`config.mk`:
```
export PLATFORM = sky130hd
export DESIGN_NAME = int_logic_pipe_flat
export DESIGN_NICKNAME = d
export VERILOG_FILES = /design/src/rtl/int_logic_pkg.sv /design/src/rtl/int_logic_if.sv /design/src/rtl/int_logic_stage.sv /design/src/rtl/int_logic_pipe.sv /design/src/flat_wrapper.sv
export SDC_FILE = /design/constraint.sdc
export NUM_CORES = 1
export LEC_CHECK = 0
export CORE_ASPECT_RATIO = 1.4
export CORE_MARGIN = 3
export CORE_UTILIZATION = 54
export CTS_BUF_LIST = sky130_fd_sc_hd__clkbuf_8
export DETAILED_ROUTE_END_ITERATION = 10
export PLACE_DENSITY = 0.84
export SLEW_MARGIN = 5
export SYNTH_ARGS = -nofsm -noshare
export SYNTH_HDL_FRONTEND = slang
export SYNTH_SLANG_ARGS = --single-unit
```
`constraint.sdc`:
```
create_clock -name clk -period 2.7 [get_ports clk]
set_clock_uncertainty 0.2 [all_clocks]
set_input_delay 0.54 -clock clk [delete_from_list [all_inputs] [get_ports clk]]
set_output_delay 0.54 -clock clk [all_outputs]
set_load 0.02 [all_outputs]
```
`src/rtl/int_logic_pkg.sv`:
```
// -----------------------------------------------------------------------------
// int_logic_pkg
// Shared types and limits for the pipelined integer logic/compare unit.
//   logic_op_e  : operation code carried with each operand beat
//   LATENCY_MAX : deepest supported pipeline
// -----------------------------------------------------------------------------
package int_logic_pkg;

    typedef enum logic [2:0] {
        OP_OR    = 3'd0,
        OP_AND   = 3'd1,
        OP_SLT   = 3'd2,
        OP_SLTU  = 3'd3,
        OP_XOR   = 3'd4,
        OP_NOR   = 3'd5,
        OP_PASSA = 3'd6,
        OP_ZERO  = 3'd7
    } logic_op_e;

    localparam int LATENCY_MAX = 4;

endpackage

```
`src/rtl/int_logic_if.sv`:
```
// -----------------------------------------------------------------------------
// int_logic_if
// Operand/result handshake bundle for int_logic_pipe.
//   in_valid/in_ready   : operand beat handshake (a, b, op travel with it)
//   out_valid/out_ready : result handshake (dout travels with it)
//   busy                : some pipeline stage holds a beat
//   out_zero/out_neg    : result flags, present only with INT_LOGIC_FLAGS_EN
// Modports: master = producer/consumer side (bench, upstream logic),
//           slave  = the unit itself.
// -----------------------------------------------------------------------------
interface int_logic_if
    import int_logic_pkg::*;
#(
    parameter int DATA_W = 32
);

    logic              in_valid;
    logic              in_ready;
    logic [DATA_W-1:0] a;
    logic [DATA_W-1:0] b;
    logic_op_e         op;
    logic              out_valid;
    logic              out_ready;
    logic [DATA_W-1:0] dout;
    logic              busy;
`ifdef INT_LOGIC_FLAGS_EN
    logic              out_zero;
    logic              out_neg;
`endif

    modport master (
        output in_valid, a, b, op, out_ready,
`ifdef INT_LOGIC_FLAGS_EN
        input  out_zero, out_neg,
`endif
        input  in_ready, out_valid, dout, busy
    );

    modport slave (
        input  in_valid, a, b, op, out_ready,
`ifdef INT_LOGIC_FLAGS_EN
        output out_zero, out_neg,
`endif
        output in_ready, out_valid, dout, busy
    );

endinterface

```
`src/rtl/int_logic_stage.sv`:
```
// -----------------------------------------------------------------------------
// int_logic_stage
// One elastic valid/ready register slice.
//   clk, rst             : clock, synchronous active-high reset
//   ce                   : clock enable; 0 freezes the slice and drops up_ready
//   up_valid/up_data     : beat offered from upstream
//   up_ready             : slice will load this cycle
//   down_valid/down_data : registered beat presented downstream
//   down_ready           : downstream takes the beat this cycle
// The slice loads whenever it is empty or its beat leaves in the same cycle,
// so a full pipe of these slices still streams one beat per cycle.
// -----------------------------------------------------------------------------
module int_logic_stage #(
    parameter int W = 32
) (
    input  logic         clk,
    input  logic         rst,
    input  logic         ce,
    input  logic         up_valid,
    input  logic [W-1:0] up_data,
    output logic         up_ready,
    output logic         down_valid,
    output logic [W-1:0] down_data,
    input  logic         down_ready
);

    assign up_ready = ce && (!down_valid || down_ready);

    // NOTE: state registers use non-blocking (<=) so every slice samples the
    // pre-edge value of its neighbour; blocking here would shoot a beat
    // through several slices in one edge depending on evaluation order.
    always_ff @(posedge clk) begin
        if (rst) begin
            // NOTE: the data register is reset as well as the valid bit,
            // because the result bus must read zero after reset, not stale data.
            down_valid <= 1'b0;
            down_data  <= '0;
        end else if (up_ready) begin
            down_valid <= up_valid;
            // Loading a bubble keeps the old data so the bus does not toggle.
            if (up_valid) begin
                down_data <= up_data;
            end
        end
    end

endmodule

```
`src/rtl/int_logic_pipe.sv`:
```
// -----------------------------------------------------------------------------
// int_logic_pipe
// Pipelined integer logic/compare unit: OR, AND, SLT, SLTU, XOR, NOR, PASS_A,
// ZERO on DATA_W-bit operands, LATENCY elastic register stages deep.
//   clk  : clock, all logic on posedge
//   rst  : synchronous active-high reset, wins over ce
//   ce   : clock enable; 0 freezes every stage, in_ready=0, outputs held
//   bus  : int_logic_if.slave (operand handshake, result handshake, busy,
//          and out_zero/out_neg when INT_LOGIC_FLAGS_EN is defined)
// Optional feature macro: INT_LOGIC_FLAGS_EN -- zero/negative flags computed
// with the result and carried through the same stages as the data.
// -----------------------------------------------------------------------------
module int_logic_pipe
    import int_logic_pkg::*;
#(
    parameter int DATA_W  = 32,
    parameter int LATENCY = 2
) (
    input  logic        clk,
    input  logic        rst,
    input  logic        ce,
    int_logic_if.slave  bus
);

    if (LATENCY < 1 || LATENCY > LATENCY_MAX || DATA_W < 2) begin : g_bad_cfg
        $error("int_logic_pipe: need 1 <= LATENCY <= %0d and DATA_W >= 2", LATENCY_MAX);
    end

`ifdef INT_LOGIC_FLAGS_EN
    localparam int SW = DATA_W + 2;   // {neg, zero, result}
`else
    localparam int SW = DATA_W;
`endif

    // ---------------------------------------------------------------- decoder
    logic [DATA_W-1:0] result;
    logic              slt_bit;
    logic              sltu_bit;
    logic [SW-1:0]     stage_in;

    assign slt_bit  = $signed(bus.a) < $signed(bus.b);
    assign sltu_bit = bus.a < bus.b;

    always_comb begin
        // NOTE: default first so every path assigns result; an unassigned
        // path in always_comb would infer a latch.
        result = '0;
        case (bus.op)
            OP_OR:    result = bus.a | bus.b;
            OP_AND:   result = bus.a & bus.b;
            OP_SLT:   result = {{(DATA_W-1){1'b0}}, slt_bit};
            OP_SLTU:  result = {{(DATA_W-1){1'b0}}, sltu_bit};
            OP_XOR:   result = bus.a ^ bus.b;
            OP_NOR:   result = ~(bus.a | bus.b);
            OP_PASSA: result = bus.a;
            OP_ZERO:  result = '0;
            default:  result = '0;
        endcase
    end

`ifdef INT_LOGIC_FLAGS_EN
    assign stage_in = {result[DATA_W-1], (result == '0), result};
`else
    assign stage_in = result;
`endif

    // --------------------------------------------------------------- pipeline
    // Each generate block wires one slice to its neighbours by name; ready
    // flows backwards from out_ready, valid/data flow forwards.
    for (genvar k = 0; k < LATENCY; k++) begin : g_stage
        logic          up_valid;
        logic [SW-1:0] up_data;
        logic          ready;
        logic          valid;
        logic [SW-1:0] data;
        logic          down_ready;
        logic          busy_acc;   // OR of valids from stage 0 up to this one

        if (k == 0) begin : g_first
            assign up_valid = bus.in_valid;
            assign up_data  = stage_in;
            assign busy_acc = valid;
        end else begin : g_mid
            assign up_valid = g_stage[k-1].valid;
            assign up_data  = g_stage[k-1].data;
            assign busy_acc = valid | g_stage[k-1].busy_acc;
        end

        if (k == LATENCY - 1) begin : g_last
            assign down_ready = bus.out_ready;
        end else begin : g_next
            assign down_ready = g_stage[k+1].ready;
        end

        int_logic_stage #(
            .W (SW)
        ) u_stage (
            .clk        (clk),
            .rst        (rst),
            .ce         (ce),
            .up_valid   (up_valid),
            .up_data    (up_data),
            .up_ready   (ready),
            .down_valid (valid),
            .down_data  (data),
            .down_ready (down_ready)
        );
    end

    // ---------------------------------------------------------------- outputs
    // Stage 0 would happily load during reset; in_ready is masked so no beat
    // is reported as accepted at an edge that discards it.
    assign bus.in_ready  = !rst && g_stage[0].ready;
    assign bus.out_valid = g_stage[LATENCY-1].valid;
    assign bus.dout      = g_stage[LATENCY-1].data[DATA_W-1:0];
    assign bus.busy      = g_stage[LATENCY-1].busy_acc;

`ifdef INT_LOGIC_FLAGS_EN
    assign bus.out_zero  = g_stage[LATENCY-1].data[DATA_W];
    assign bus.out_neg   = g_stage[LATENCY-1].data[DATA_W+1];
`endif

endmodule

```
`src/flat_wrapper.sv`:
```
// flat-port wrapper written by rule: the top's interface ports become plain ports
module int_logic_pipe_flat import int_logic_pkg::*;
#(
    parameter int DATA_W  = 32,
    parameter int LATENCY = 2
)
  (clk, rst, ce, bus_in_valid, bus_a, bus_b, bus_op, bus_out_ready, bus_in_ready, bus_out_valid, bus_dout, bus_busy);
  int_logic_if #(.DATA_W(DATA_W)) bus_i ();
  input  logic clk;
  input  logic rst;
  input  logic ce;
  input wire logic [$bits(bus_i.in_valid)-1:0] bus_in_valid;
  input wire logic [$bits(bus_i.a)-1:0] bus_a;
  input wire logic [$bits(bus_i.b)-1:0] bus_b;
  input wire logic [$bits(bus_i.op)-1:0] bus_op;
  input wire logic [$bits(bus_i.out_ready)-1:0] bus_out_ready;
  output wire logic [$bits(bus_i.in_ready)-1:0] bus_in_ready;
  output wire logic [$bits(bus_i.out_valid)-1:0] bus_out_valid;
  output wire logic [$bits(bus_i.dout)-1:0] bus_dout;
  output wire logic [$bits(bus_i.busy)-1:0] bus_busy;
  assign bus_i.in_valid = bus_in_valid;
  assign bus_i.a = bus_a;
  assign bus_i.b = bus_b;
  assign bus_i.op = bus_op;
  assign bus_i.out_ready = bus_out_ready;
  assign bus_in_ready = bus_i.in_ready;
  assign bus_out_valid = bus_i.out_valid;
  assign bus_dout = bus_i.dout;
  assign bus_busy = bus_i.busy;
  int_logic_pipe #(.DATA_W(DATA_W), .LATENCY(LATENCY)) u_core (.clk(clk), .rst(rst), .ce(ce), .bus(bus_i));
endmodule
```
==> results_dict.tcl, run 1 <==
set metrics [dict create \
    setup_viol 0 \
    holdWs_ns 0.2525 \
    die-area_sq_um 11170 \
    antenna_found_initial 0 \
    cp-end-kind "primary output" \
    vdd_drop_max_uv 232.3 \
    ant_nets 0 \
    clockRootBuffer "clkbuf_8" \
    grt_pass1_wl_mm 23.49 \
    die_w_microns 90.18 \
    drc 0 \
    cts_buffers 9 \
    grt_pass1_vias 5171 \
    syn_to_final_growth_pct 33.45 \
    tns_ns 0 \
    yosys.area_share.simple 0.1504 \
    routed_wl_mm 14.57 \
    dp_cells 952 \
    synth_compound_gate_area_share 0.2156 \
    ys_warn_count 0 \
    place_ws_ns -0.2128 \
    finalMaxSlewViolations 0 \
    hold_viol 0 \
    synth_cells 688 \
    synth_adder_area_share 0.2242 \
    crit_required_ns 1.96 \
    start_util 0.5600 \
    coreArea_sq_um 9564 \
    period_share 0.9682 \
    hold_class "reg -> reg" \
    gp_congestion 0.8586 \
    drt_iter0_drc 289 \
    startpoint_type "primary input" \
    synth_top_family_by_area "adder cells" \
    cts_tree "done" \
    row_count 42 \
    num_vias 5368 \
    synth-xor-area-share 0 \
    synth_edf_count 0 \
    syn_nets 856 \
    die_h_microns 123.8 \
    status "completed" \
    drv_cap 0 \
    path_class "in -> out" \
    dpl.hpwl_mm 11.24 \
    ctsHoldBuffers 0 \
    netlist_area_sq_um 5356 \
    clock_latency_ns 0.34 \
    first_pass_iters 5 \
    crit_path_max_fanout 3 \
    port-buffer-count 106 \
    max_slew_margin 0.5674 \
    clkSlewWorstSetupHoldPaths_ns 0.07 \
    async_reset_ff_frac 0 \
    leakagePower_nw 3.235 \
    rsz0062_at_grt "no" \
    grt-ovfl-total 0 \
    grtUsageTotal 0.2570 \
    cts_setup_buffers 0 \
    cp_data_arrival_time_ns 1.87 \
    ys.flop_type "dfxtp_1" \
    grt_max_degree 67 \
    setup_slack_ns 0.08585 \
    synth.area.mux_share 0.06611 \
    num_antenna_cells 0 \
    fmax_ghz 0.3825 \
    clockBufferDepth 2 \
    powerDensity_nw_per_um2 365.6 \
    worstMarginPinSlew_ns 0.6489 \
    final_nets 999 \
    cts_htree_levels 3 \
    synth-seq-cells 66 \
    ioPinCount 107 \
    drive_gt1_frac 0.1112 \
    cts.sinks 66 \
    avgRoutedWirePerCell_microns 15.05 \
    syn_area_per_cell_sq_um 7.785 \
    ys_seq_area_frac 0.2467 \
    instances_no_fill 968 \
    fill_cells 759 \
    viasPerCell 5.545 \
    layout_commonest_cell "clkdlybuf4s50_1" \
    cts_resized 0 \
    final_cell_mix "104 x clkdlybuf4s50_1, 102 x nand2_1, 96 x ha_1" \
    ys_types 41 \
    period_needed_ns 2.614 \
]
## cell type report
cell class	instances	area, sq um	area share
tap	132	165.2	0.02311
timing repair buffer	174	1624	0.2272
inverter	81	304.0	0.04253
clock buffer	11	151.4	0.02118
clock inverter	5	52.55	0.007352
multi-input combinational	499	3530	0.4938
sequential	66	1321	0.1848
## flip-flops by register name (all words and copies together), names as in the netlist
| register | cells |
|---|---|
| u_core.g_stage.u_stage.down_data | 64 |
| u_core.g_stage.u_stage.down_valid | 2 |
## cells by family after synthesis
kind of cell	count (synthesis)
AOI/OAI and AO/OA	182
adders and majority gates	96
buffers and inverters	123
DFF	66
muxes	35
and+or+nand+nor	186
## critical path: stages
cell	delay, ns
clkdlybuf4s50_1	0.50
nor2b_1	0.07
a21oi_1	0.14
clkdlybuf4s50_1	0.62
## cell usage after synthesis, types with 2 or more instances
library cell / number / area [sq um]
inv_1: 80 / 300.3
o21bai_1: 2 / 15.01
nor4_1: 5 / 31.28
nand2b_1: 2 / 12.51
dfxtp_1: 66 / 1321
a22oi_1: 16 / 120.1
o21ai_0: 32 / 160.2
a221oi_1: 3 / 26.28
o211ai_1: 9 / 67.56
nand2_1: 102 / 382.9
mux2_2: 3 / 33.78
nor2_1: 49 / 183.9
o2111ai_1: 2 / 17.52
buf_6: 2 / 22.52
a21oi_1: 66 / 330.3
o311ai_1: 2 / 17.52
o31ai_1: 6 / 45.04
mux2i_1: 32 / 320.3
buf_4: 7 / 52.55
o221ai_1: 18 / 157.7
nor3b_1: 13 / 97.59
nor2b_1: 7 / 43.79
a211oi_1: 20 / 150.1
buf_2: 13 / 65.06
nand3_1: 2 / 10.01
clkbuf_1: 19 / 71.32
ha_1: 96 / 1201
## power breakdown
part | internal [W] | switching, W | leakage, nW
logic | 0.000361 | 0.000388 | 2.59
clock network | 0.000471 | 0.000358 | 0.105
registers | 0.00101 | 0.0000219 | 0.538
total | 0.00184 | 0.000768 | 3.24
## routing by layer
layer  share of wire  track usage
met1            0.42       0.3088
met2            0.50       0.4745
met3           0.047      0.02417
met4           0.028       0.1015
met5               0            0
## through the flow
step                        util  total power, W  cell area, sq um
after CTS                 0.7474        0.002621              7148
final                     0.7474        0.002613              7148
after global placement    0.7261        0.001759              6944
after global routing      0.7474        0.002739              7148
after floorplan                -        0.001453              5356
after detailed placement  0.7261        0.001794              6944
## path summary, 6_finish.rpt
check / from / end / slack [ns] / cells past startpoint
max: bus_out_ready / bus_in_ready / 0.09 / 4
min: u_core.g_stage[1].u_stage.down_data[24] / u_core.g_stage[1].u_stage.down_data[24] / 0.25 / 2
max reg2reg: u_core.g_stage[1].u_stage.down_valid / u_core.g_stage[0].u_stage.down_data[0] / 0.79 / 8
min reg2reg: u_core.g_stage[1].u_stage.down_data[24] / u_core.g_stage[1].u_stage.down_data[24] / 0.25 / 2
Note: power is estimated with default switching activity, not from simulation.
==> run 2: changes to the inputs <==
Settings changed: CAP_MARGIN set to 20, TNS_END_PERCENT set to 30.
==> results of run 2 <==
Final layout, timing and power as in run 1 (identical DEF).
==> run 3: changes to the inputs <==
Settings changed: CORE_ASPECT_RATIO 1.4 to 0.5, CORE_MARGIN 3 to not set, CORE_UTILIZATION 54 to 45, PLACE_DENSITY 0.84 to 0.72.
==> results_dict.tcl, run 3 (synthesis results as in run 1) <==
set metrics [dict create \
    status "completed" \
    ioPinCount 107 \
    cts.sinks 66 \
    clockRootBuffer "clkbuf_8" \
    cts_resized 0 \
    drt_iter0_drc 369 \
    leakagePower_nw 3.377 \
    grt-ovfl-total 0 \
    coreArea_sq_um 11280 \
    die_w_microns 156.3 \
    vdd_drop_max_uv 265.1 \
    layout_commonest_cell "clkdlybuf4s50_1" \
    antenna_found_initial 3 \
    drv_cap 0 \
    period_needed_ns 2.608 \
    powerDensity_nw_per_um2 371.6 \
    port-buffer-count 106 \
    cts_buffers 9 \
    grt_max_degree 67 \
    hp-start "u_core.g_stage[0].u_stage.down_data[10]" \
    ant_nets 0 \
    drive_gt1_frac 0.1400 \
    fin_util 0.6582 \
    grtUsageTotal 0.2546 \
    r2r-start "u_core.g_stage[1].u_stage.down_valid" \
    syn_to_final_growth_pct 38.66 \
    gp_congestion 0.8948 \
    reg_top3 "u_core.g_stage.u_stage.down_data x64, u_core.g_stage.u_stage.down_valid x2" \
    worstMarginPinSlew_ns 0.6460 \
    largest_register "u_core.g_stage.u_stage.down_data" \
    ctsHoldBuffers 0 \
    row_count 27 \
    cts_setup_buffers 0 \
    clockBufferDepth 2 \
    crit_path_max_fanout 4 \
    hold_viol 0 \
    startpoint_type "primary input" \
    max_slew_margin 0.5633 \
    grt_pass1_vias 4946 \
    holdWs_ns 0.2522 \
    final_cell_mix "104 x clkdlybuf4s50_1, 102 x nand2_1, 96 x ha_1" \
    avgRoutedWirePerCell_microns 14.74 \
    crit_start "ce" \
    hold_class "reg -> reg" \
    cp_data_arrival_time_ns 1.87 \
    num_vias 5363 \
    rsz0062_at_grt "no" \
    largest_reg_flops 64 \
    crit_required_ns 1.96 \
    routed_wl_mm 15.08 \
    finalMaxSlewViolations 0 \
    grt_pass1_wl_mm 24.71 \
    drc 0 \
    first_pass_iters 5 \
    cp-end-kind "primary output" \
    path_class "in -> out" \
    clock_latency_ns 0.35 \
    place_ws_ns -0.1799 \
    start_util 0.4747 \
    cts_tree "done" \
    clkSlewWorstSetupHoldPaths_ns 0.07 \
    setup_viol 0 \
    fmax_ghz 0.3835 \
    period_share 0.9659 \
    setup_slack_ns 0.09218 \
    die_h_microns 79.15 \
    fill_cells 1011 \
    finalPower_w 0.002760 \
    num_antenna_cells 0 \
    viasPerCell 5.242 \
    dpl.hpwl_mm 11.86 \
    die-area_sq_um 12370 \
    final_nets 1027 \
    cts_htree_levels 3 \
]
run 3: cell types whose count changed in the layout (fill, tap and decap cells not counted), sizes merged:
cell,delta
clkinvlp,+1
bufinv,+1
clkinv,-2
inv,+1
buf,+28
clkbuf,-1
run 3: path summary, 6_finish.rpt:
| check | endpoint | slack (ns) | cells after the start |
|---|---|---|---|
| min | u_core.g_stage[1].u_stage.down_data[10] | 0.25 | 2 |
| max | bus_in_ready | 0.09 | 4 |
| min reg2reg | u_core.g_stage[1].u_stage.down_data[10] | 0.25 | 2 |
| max reg2reg | u_core.g_stage[0].u_stage.down_data[0] | 0.61 | 7 |
run 3: per-stage QoR:
step           area [sq um]  std cells  setup TNS, ns
6_report               7427       1023              0
5_1_grt                7427       1023              0
4_1_cts                7427       1023              0
3_5_place_dp           7201       1007        -0.1799
3_3_place_gp           7201       1007        -0.2230
2_1_floorplan          5356        688              0
run 3: worst max-delay path, cell delays in order:
cell	delay (ns)
clkdlybuf4s50_1	0.53
nand2b_1	0.07
a21oi_1	0.11
clkdlybuf4s50_1	0.61
run 3: cell type report:
type	count	area [sq um]	share of cell area
Multi-Input combinational cell	499	3530	0.4752
Timing Repair Buffer	202	1847	0.2487
Sequential cell	66	1321	0.1779
Inverter	81	304.0	0.04094
Tap cell	159	198.9	0.02679
Clock buffer	10	137.6	0.01853
Clock inverter	6	88.84	0.01196
run 3: power breakdown:
| part | total (W) | internal [W] | switching (W) |
|---|---|---|---|
| clock network | 0.000936 | 0.000546 | 0.000390 |
| registers | 0.00103 | 0.00101 | 0.0000228 |
| logic | 0.000789 | 0.000389 | 0.000401 |
run 3: per-layer routing:
metal,share of wire,global-route usage,wire (microns)
met5,0.00080,0,12
met4,0.0068,0.04608,102
met3,0.076,0.04367,1146
met2,0.41,0.3839,6196
met1,0.51,0.3768,7621
